<file path="config.mk">
export PLATFORM = sky130hd
export DESIGN_NAME = collatz_range_multi
export DESIGN_NICKNAME = d
export VERILOG_FILES = /design/src/rtl/collatz_pkg.sv /design/src/rtl/collatz_lane.sv /design/src/rtl/collatz_range_multi.sv
export SDC_FILE = /design/constraint.sdc
export NUM_CORES = 1
export LEC_CHECK = 0
export ABC_AREA = 1
export CAP_MARGIN = 30
export CORE_MARGIN = 5
export CORE_UTILIZATION = 40
export DETAILED_ROUTE_END_ITERATION = 12
export GPL_TIMING_DRIVEN = 0
export PLACE_DENSITY_LB_ADDON = 0.12
export SLEW_MARGIN = 10
export SYNTH_ARGS = -nofsm -noshare
export SYNTH_HDL_FRONTEND = slang
export SYNTH_SLANG_ARGS = --single-unit
export TNS_END_PERCENT = 50
</file>
<file path="constraint.sdc">
create_clock -name clk -period 27.1 [get_ports clk]
set_input_delay 4.065 -clock clk [delete_from_list [all_inputs] [get_ports clk]]
set_output_delay 4.065 -clock clk [all_outputs]
set_load 0.01 [all_outputs]
</file>
<file path="src/rtl/collatz_pkg.sv">
// rtl/collatz_pkg.sv - shared types and constants for the Collatz range tester
// Purpose: FSM state encodings for the top level and the iterator lanes, plus the
//          saturation value used for sequence lengths.
// Ports:   none (package).
package collatz_pkg;

    typedef enum logic [1:0] {
        S_IDLE,
        S_RUN,
        S_DONE
    } state_t;

    typedef enum logic [1:0] {
        L_IDLE,
        L_ITER,
        L_HOLD
    } lane_state_t;

    localparam int COUNT_WIDTH_DEFAULT = 16;

    // All-ones value of a width-bit length counter.
    function automatic longint unsigned count_sat(input int width);
        return (longint'(1) << width) - 1;
    endfunction

    localparam longint unsigned COUNT_SAT = count_sat(COUNT_WIDTH_DEFAULT);

endpackage

</file>
<file path="src/rtl/collatz_lane.sv">
// rtl/collatz_lane.sv - single Collatz iterator lane, one step per clock
// Purpose: iterates n to 1 and counts terms; holds {tag, length} until granted.
// Ports:   clk, reset (async, active-high), clr (sync abort), go/n/tag (dispatch),
//          grant (result consumed); busy, result_valid, result_tag, result_len,
//          result_ovf (3n+1 did not fit in N_WIDTH).
module collatz_lane
    import collatz_pkg::*;
#(
    parameter int N_WIDTH     = 32,
    parameter int COUNT_WIDTH = 16,
    parameter int TAG_WIDTH   = 4
) (
    input  logic                   clk,
    input  logic                   reset,
    input  logic                   clr,
    input  logic                   go,
    input  logic [N_WIDTH-1:0]     n,
    input  logic [TAG_WIDTH-1:0]   tag,
    input  logic                   grant,
    output logic                   busy,
    output logic                   result_valid,
    output logic [TAG_WIDTH-1:0]   result_tag,
    output logic [COUNT_WIDTH-1:0] result_len,
    output logic                   result_ovf
);

    localparam logic [COUNT_WIDTH-1:0] LEN_SAT = '1;

    lane_state_t            state, state_d;
    logic [N_WIDTH-1:0]     cur, cur_d;
    logic [COUNT_WIDTH-1:0] len, len_d;
    logic [TAG_WIDTH-1:0]   tag_q, tag_d;
    logic                   ovf, ovf_d;
    logic [N_WIDTH+1:0]     tripled;

    // 3n+1 with two guard bits so an overflow out of N_WIDTH is visible.
    assign tripled = {2'b00, cur} + {1'b0, cur, 1'b0} + (N_WIDTH+2)'(1);

    always_comb begin
        state_d = state;
        cur_d   = cur;
        len_d   = len;
        tag_d   = tag_q;
        ovf_d   = ovf;
        case (state)
            L_IDLE: begin
                if (go) begin
                    tag_d = tag;
                    cur_d = n;
                    ovf_d = 1'b0;
                    if (n == '0) begin
                        len_d   = '0;
                        state_d = L_HOLD;
                    end else begin
                        len_d   = COUNT_WIDTH'(1);
                        state_d = L_ITER;
                    end
                end
            end
            L_ITER: begin
                if (cur == N_WIDTH'(1)) begin
                    state_d = L_HOLD;
                end else if (len == LEN_SAT) begin
                    state_d = L_HOLD;
                end else if (cur[0] && (tripled[N_WIDTH+1:N_WIDTH] != 2'b00)) begin
                    len_d   = LEN_SAT;
                    ovf_d   = 1'b1;
                    state_d = L_HOLD;
                end else begin
                    cur_d = cur[0] ? tripled[N_WIDTH-1:0] : (cur >> 1);
                    len_d = len + COUNT_WIDTH'(1);
                end
            end
            L_HOLD: begin
                if (grant) state_d = L_IDLE;
            end
            default: state_d = L_IDLE;
        endcase
        if (clr) begin
            state_d = L_IDLE;
            ovf_d   = 1'b0;
        end
    end

    always_ff @(posedge clk or posedge reset) begin
        if (reset) begin
            state <= L_IDLE;
            cur   <= '0;
            len   <= '0;
            tag_q <= '0;
            ovf   <= 1'b0;
        end else begin
            state <= state_d;
            cur   <= cur_d;
            len   <= len_d;
            tag_q <= tag_d;
            ovf   <= ovf_d;
        end
    end

    assign busy         = (state != L_IDLE);
    assign result_valid = (state == L_HOLD);
    assign result_tag   = tag_q;
    assign result_len   = len;
    assign result_ovf   = ovf;

endmodule

</file>
<file path="src/rtl/collatz_range_multi.sv">
// rtl/collatz_range_multi.sv - multi-lane Collatz range tester with result RAM
// Purpose: computes sequence lengths for start..start+RAM_WORDS-1 on LANES lanes.
// Ports:   clk, reset (async, active-high), go/start (begin or restart a run),
//          busy, done, overflow (sticky per run), rd_addr -> count (registered,
//          zero unless done).
module collatz_range_multi
    import collatz_pkg::*;
#(
    parameter int N_WIDTH       = 32,
    parameter int COUNT_WIDTH   = 16,
    parameter int RAM_WORDS     = 16,
    parameter int RAM_ADDR_BITS = 4,
    parameter int LANES         = 4
) (
    input  logic                     clk,
    input  logic                     reset,
    input  logic                     go,
    input  logic [N_WIDTH-1:0]       start,
    output logic                     busy,
    output logic                     done,
    output logic                     overflow,
    input  logic [RAM_ADDR_BITS-1:0] rd_addr,
    output logic [COUNT_WIDTH-1:0]   count
);

    // One extra bit so the index/counters can hold RAM_WORDS itself.
    localparam int                IDX_W = RAM_ADDR_BITS + 1;
    localparam logic [IDX_W-1:0] WORDS = IDX_W'(RAM_WORDS);

    state_t                   state, state_d;
    logic [N_WIDTH-1:0]       base;
    logic [IDX_W-1:0]         idx;
    logic [IDX_W-1:0]         written;

    logic [LANES-1:0]         lane_go, lane_grant, lane_busy, lane_valid, lane_ovf;
    logic [RAM_ADDR_BITS-1:0] lane_tag [LANES];
    logic [COUNT_WIDTH-1:0]   lane_len [LANES];

    logic                     disp_en, disp_found;
    logic [N_WIDTH-1:0]       disp_value;
    logic [RAM_ADDR_BITS-1:0] disp_tag;

    logic                     wr_en, wr_ovf;
    logic [RAM_ADDR_BITS-1:0] wr_tag;
    logic [COUNT_WIDTH-1:0]   wr_len;

    logic [COUNT_WIDTH-1:0]   mem [2**RAM_ADDR_BITS];

    assign disp_value = base + N_WIDTH'(idx);
    assign disp_tag   = idx[RAM_ADDR_BITS-1:0];

    for (genvar g = 0; g < LANES; g++) begin : g_lane
        collatz_lane #(
            .N_WIDTH    (N_WIDTH),
            .COUNT_WIDTH(COUNT_WIDTH),
            .TAG_WIDTH  (RAM_ADDR_BITS)
        ) u_lane (
            .clk         (clk),
            .reset       (reset),
            .clr         (go),
            .go          (lane_go[g]),
            .n           (disp_value),
            .tag         (disp_tag),
            .grant       (lane_grant[g]),
            .busy        (lane_busy[g]),
            .result_valid(lane_valid[g]),
            .result_tag  (lane_tag[g]),
            .result_len  (lane_len[g]),
            .result_ovf  (lane_ovf[g])
        );
    end

    // Dispatch to the lowest idle lane; a go cycle dispatches nothing.
    always_comb begin
        lane_go    = '0;
        disp_found = 1'b0;
        if (state == S_RUN && !go && idx != WORDS) begin
            for (int i = 0; i < LANES; i++) begin
                if (!disp_found && !lane_busy[i]) begin
                    lane_go[i] = 1'b1;
                    disp_found = 1'b1;
                end
            end
        end
    end
    assign disp_en = disp_found;

    // One RAM write per cycle, lowest lane wins; others keep holding.
    always_comb begin
        lane_grant = '0;
        wr_en      = 1'b0;
        wr_tag     = '0;
        wr_len     = '0;
        wr_ovf     = 1'b0;
        if (state == S_RUN && !go) begin
            for (int i = 0; i < LANES; i++) begin
                if (!wr_en && lane_valid[i]) begin
                    lane_grant[i] = 1'b1;
                    wr_en         = 1'b1;
                    wr_tag        = lane_tag[i];
                    wr_len        = lane_len[i];
                    wr_ovf        = lane_ovf[i];
                end
            end
        end
    end

    always_comb begin
        state_d = state;
        case (state)
            S_IDLE:  state_d = S_IDLE;
            S_RUN:   if (written == WORDS && lane_busy == '0) state_d = S_DONE;
            S_DONE:  state_d = S_DONE;
            default: state_d = S_IDLE;
        endcase
        if (go) state_d = S_RUN;
    end

    always_ff @(posedge clk or posedge reset) begin
        if (reset) begin
            state    <= S_IDLE;
            base     <= '0;
            idx      <= '0;
            written  <= '0;
            overflow <= 1'b0;
            count    <= '0;
        end else begin
            state <= state_d;
            if (go) begin
                base     <= start;
                idx      <= '0;
                written  <= '0;
                overflow <= 1'b0;
            end else begin
                if (disp_en) idx <= idx + IDX_W'(1);
                if (wr_en) begin
                    written <= written + IDX_W'(1);
                    if (wr_ovf) overflow <= 1'b1;
                end
            end
            // Gate on next state so count is already zero in the cycle done drops.
            if (state_d == S_DONE && ({1'b0, rd_addr} < WORDS))
                count <= mem[rd_addr];
            else
                count <= '0;
        end
    end

    always_ff @(posedge clk) begin
        if (wr_en) mem[wr_tag] <= wr_len;
    end

    assign busy = (state == S_RUN);
    assign done = (state == S_DONE);

endmodule

</file>
# ---- Yosys cells after proc, flatten, opt, wreduce, memory -nomap -nowiden
# Memories as Yosys holds them, arrays and structs flattened.
# Index checks and enable logic that the tools add are counted.
dict set report word_totals {
  register_bits 281
  latchBits 0
  mem_bits_rw 256
  rom_bits 0
  input_bits 39
  n_memories 1
}
dict set report classes {
  add_sub_neg 15
  multipliers 0
  div 0
  order_cmp 0
  n_eq_ne 61
  shift 0
  mux 150
  bitwise 0
  reduce_logical 69
}
# memory depth word_bits rd rd_ports_with_merged_regs wr line_no
set memory_table {}
lappend memory_table {mem 16 16 1 0 1 collatz_range_multi.sv:47} ;# logic [COUNT_WIDTH-1:0] mem [2**RAM_ADDR_BITS];
# cell n
set ops {}
lappend ops {{$mux W32} 20}
lappend ops {{$mux W16} 22}
lappend ops {{$pmux W32 S2} 4}
lappend ops {{$add A32 B33 Y34} 4}
lappend ops {{$add A34 B1 Y34 const B} 4}
lappend ops {{$eq A32 B1 Y1 const B} 4}
lappend ops {{$pmux W16 S2} 4}
lappend ops {{$add A16 B1 Y16 const B} 4}
lappend ops {{$eq A16 B16 Y1 const B} 4}
lappend ops {{$mux W2} 27}
lappend ops {{$mux W1} 53}
lappend ops {{$ne A3 B3 Y1 const B} 16}
lappend ops {{$reduce_and A5 Y1} 8}
lappend ops {{$add A32 B5 Y32} 1}
lappend ops {{$logic_not A32 Y1} 1}
lappend ops {{$ne A2 B2 Y1 const B} 16}
lappend ops {{$reduce_bool A2 Y1} 15}
lappend ops {{$mux W4} 7}
lappend ops {{$pmux W2 S3} 4}
lappend ops {{$mux W5} 4}
lappend ops {{$ne A5 B2 Y1 const B} 4}
lappend ops {{$reduce_and A4 Y1} 4}
lappend ops {{$logic_and A1 B1 Y1} 13}
lappend ops {{$eq A2 B2 Y1 const B} 6}
lappend ops {{other kinds (13)} 46}

# ---- Longest topological paths before layout
dict set report logic_depth {
  word_depth 19
  ltp_mapped 21
}

# ---- Hierarchy
# Synthesis repeated with hierarchy kept, for this count alone.
dict set report hier_totals {
  hier_cells 5032
  hier_area_um2 37644.9
}
# mod n_inst cells_per_inst area_each_um2 seq_area_each_um2
set by_module_without_submodules {}
lappend by_module_without_submodules {{collatz_lane (g_lane[0].u_lane ...)} 3 885 5799.3 1376.3}
lappend by_module_without_submodules {collatz_range_multi 1 1489 14480.1 9213.8}
lappend by_module_without_submodules {{collatz_lane (g_lane[3].u_lane)} 1 888 5766.8 1376.3}

# ---- Worst setup path before layout
# OpenSTA, ideal clock, no wires.
dict set report synth_path {
  path_type {input port to flip-flop}
  from {input port go}
  to {memory mem[0][0], enable pin}
  t_arrival_ns 5.907
  t_required_ns 26.691
  path_slack_ns 20.783
  stages 7
  cell_sequence {nor2_2 > inv_1 > clkbuf_1 > nor3_1 > inv_1 > nand2_1 > nor3_1}
}
dict set report synth_via {
  elab_chain_len 5
}
# item line_no
set synth_rtl {}
lappend synth_rtl {{start, declared} collatz_range_multi.sv:17} ;# input logic go,
lappend synth_rtl {{$logic_not A1 Y1 *} collatz_range_multi.sv:95} ;# if (state == S_RUN && !go) begin
lappend synth_rtl {{$logic_and A1 B1 Y1 *} collatz_range_multi.sv:95}
lappend synth_rtl {{$mux W1} collatz_range_multi.sv:95}
lappend synth_rtl {{$mux W1} collatz_range_multi.sv:150} ;# if (wr_en) mem[wr_tag] <= wr_len;
lappend synth_rtl {{$mux W1 (implied by the code)} collatz_range_multi.sv:150}
lappend synth_rtl {{end, declared} collatz_range_multi.sv:47}
# Mark *: on every way between the ends. The rest lies on a longest branch, timed or not.

# ---- Final worst setup path
dict set report layout_path {
  from {input port go}
  to {memory mem[8][0], enable pin}
}
# Same word-level chain as after synthesis.

==> summary.txt <==
Floorplan
  – Die ar.: 0.09748 mm^2
  – Initial Utilization: 40.46%
  – Die height: 312.2 um
  – CORE AREA: 0.09029 mm^2
  – Std cell rows: 110
  – Die W: 312.2 um
  – IO Pins: 58

Global routing
  – Vias in the first global route: 32.22k
  – Antenna violations before repair: 3
  – First-pass GRT wire length: 198100 um
  – Grt ovf: 0
  – Largest net degree at the start of global routing: 104
  – Gr usage total: 26.03%

Clock tree
  – Hold_buf cts: 0
  – Post-CTS Repair Setup Buffers: 0
  – Skew-Pair Late Insertion Delay: 0.68 ns
  – Sink Count: 537
  – CTS Buf Count: 61
  – CTS tree: yes
  – Clock transition at path regs: 0.06 ns
  – Clock buffer depth: 3
  – Root Driver: clkbuf_16
  – PostCTS Resize Cnt: 0
  – CTS H-Tree Depth: 2

Worst setup path
  – Crit Reg-Reg Endpoint: g_lane[3].u_lane.cur[31]
  – R2R Path Start: g_lane[3].u_lane.cur[0]
  – CP Data Arrival Time: 7.18 ns
  – Setup crit end kind: flip-flop
  – Worst Path Max Fanout: 10
  – Critical Path Source Type: primary input
  – Setup CP Type: primary input to flip-flop
  – Length in cells of the worst reg-to-reg path: 15
  – Register-to-register setup slack: 22.93 ns
  – CP required: 27.46 ns

Drt
  – WL per Instance: 20.85 um
  – Vias/cell: 5.416
  – Pre-Repair DR Iteration Count: 6
  – Vias: 34.13k
  – DRT Wirelength: 131400 um
  – Final ANT Viol Nets: 0
  – # DRC: 0
  – Drt initial violations: 3092

Job
  – Max-Cap Viols: 0

Synth
  – Flops & latches, synth: 537
  – Post-Synthesis Cell Area: 0.03653 mm^2
  – Synth top cells by count: 1482 x nand2_1, 558 x inv_1, 393 x o21ai_0
  – Synthesized area per cell: 7.438 um^2
  – Async SR Flop Fraction: 52.33%
  – Most frequent cell after synthesis: nand2_1
  – Syn_nets: 5174
  – Dominant cell type by area after synthesis: edfxtp_1
  – Synth Flop Type: dfrtp_1
  – Ranking of synthesized cells by area: edfxtp_1 21%, dfrtp_1 19%, nand2_1 15%
  – Post-synthesis sequential area ratio: 40.29%
  – Distinct cells, synth: 62
  – Post-Synthesis Cells: 4912
  – Yosys top cell area share: 21.04%
  – EDFF count, synth: 256
  – Synth warnings: 0

Power
  – PD cells: 111.9 mW/mm^2
  – Switching Share: 48.69%
  – Flop pwr share: 26.5%
  – Leakage: 0.01886 uW
  – Clock Power Share: 20.0%
  – Final Power: 4653 uW
  – Worst VDD drop: 0.06708 mV
  – Combinational share of power: 53.5%
  – Pint: 2387 uW
  – Psw: 2266 uW

Timing
  – Crit path setup slack, layout: 20.28 ns
  – Hold Slack: 0.4849 ns
  – Fmax: 146.7 MHz
  – Setup Viol. Count Final: 0
  – Final period util: 25.15%
  – Period minus WS final: 6.815 ns
  – RSZ-0062 raised after global routing: no
  – Slew headroom: 33.94%
  – Slew @ Worst Pin: 0.9805 ns
  – Clock skew: 0.05869 ns
  – Endpoints failing hold: 0
  – Final setup TNS: 0 ns
  – Max-slew violations: 0

Hold path
  – WHS Path Cells: 2
  – Hold wc startpoint: base[0]
  – WHS Endpoint: base[0]
  – Tightest Hold Check Type: flip-flop to flip-flop

Cells and area
  – Nets: 5332
  – Layout cells sized above 1: 5.700%
  – Area Growth Syn to Fin: 13.86%

Place
  – Worst slack, placed: 19.65 ns
  – PortBufs: 54
  – RePlAce Congestion: 0.9682
  – DP HPWL: 100100 um

Run status
  – Status: finished, final reports clean
-- cells by family (layout without fill, tap and decap cells) --
kind of cell    after synthesis  after routing  synth area share [%]
xor+xnor                     68             68                 1.630
other cells                   0              2                     0
fa+ha+maj                   223            223                 7.740
flops                       537            537                 40.29
mux                          13             13                0.3630
buf+inv                     736            947                 7.959
simple gates               2366           2366                 26.96
compound gates              969            969                 15.06
-- layer usage --
layer,share of wire (%),global-route usage (%),wire length (um),vias up
met1,46,37.12,59800,16250
met3,6.0,2.650,7871,174
met2,46,42.76,60280,1021
met5,0,0,0,-
li1,-,-,-,16690
met4,2.6,6.504,3409,0
-- critical path, stage by stage --
cell	delay, ns
clkdlybuf4s50_1	0.65
nor2_2	0.31
inv_1	0.15
clkbuf_1	0.34
nor3_1	0.55
nand2_1	0.25
nor2_2	0.63
buf_16	0.22
-- final cells by class --
cell class              count  area [um^2]
diodes                      2        5.005
clock inverters            40        614.3
fillers                  9204        48690
repair buffers             95         1109
plain buffers             162        744.5
multi-input cells        3639        19110
clock buffers              76         1653
flip-flops and latches    537        14720
well taps                1176         1471
inverters                 574         2171
-- through the flow --
step	util (%)	cell area (um^2)	std cells
5_1_grt	46.07	41600	6300
3_5_place_dp	43.56	39330	6183
4_1_cts	46.07	41590	6299
3_3_place_gp	42.69	38550	6142
6_report	46.07	41600	6301
2_1_floorplan	-	36530	4912
-- flip-flops by register name (all words and copies together) (netlist names), 2 cells and up, named ones only --
signal	cells
g_lane.u_lane.result_tag	16
written	5
g_lane.u_lane.state	8
count	16
g_lane.u_lane.cur	124
g_lane.u_lane.result_ovf	4
base	32
idx	5
state	2
g_lane.u_lane.result_len	64
mem	256
-- power groups by stage --
stage | registers, uW | clock network (uW) | logic, uW
floorplan | 1180 | 0 | 1720
global placement | 1250 | 0 | 2410
detailed placement | 1240 | 0 | 2450
CTS | 1230 | 942 | 2460
global route | 1260 | 979 | 2780
finish | 1240 | 929 | 2490
-- worst max-delay path by stage --
stage,start,to
after floorplan,reset,async pin
after global placement,reset,g_lane[1].u_lane.result_len[10]
after detailed placement,go,mem[14][10]
after CTS,go,mem[14][10]
after global routing,go,mem[14][9]
final,go,mem[8][0]
-- layout by cell type (no fill, tap or decap), drive strengths merged, types with 186 or more instances in the layout --
master,count
o21ai,429
dfrtp,281
clkbuf,186
inv,569
edfxtp,256
nand3,320
ha,218
a21oi,324
nor2,378
nand2,1505
Power figures use the tool's default switching activity.
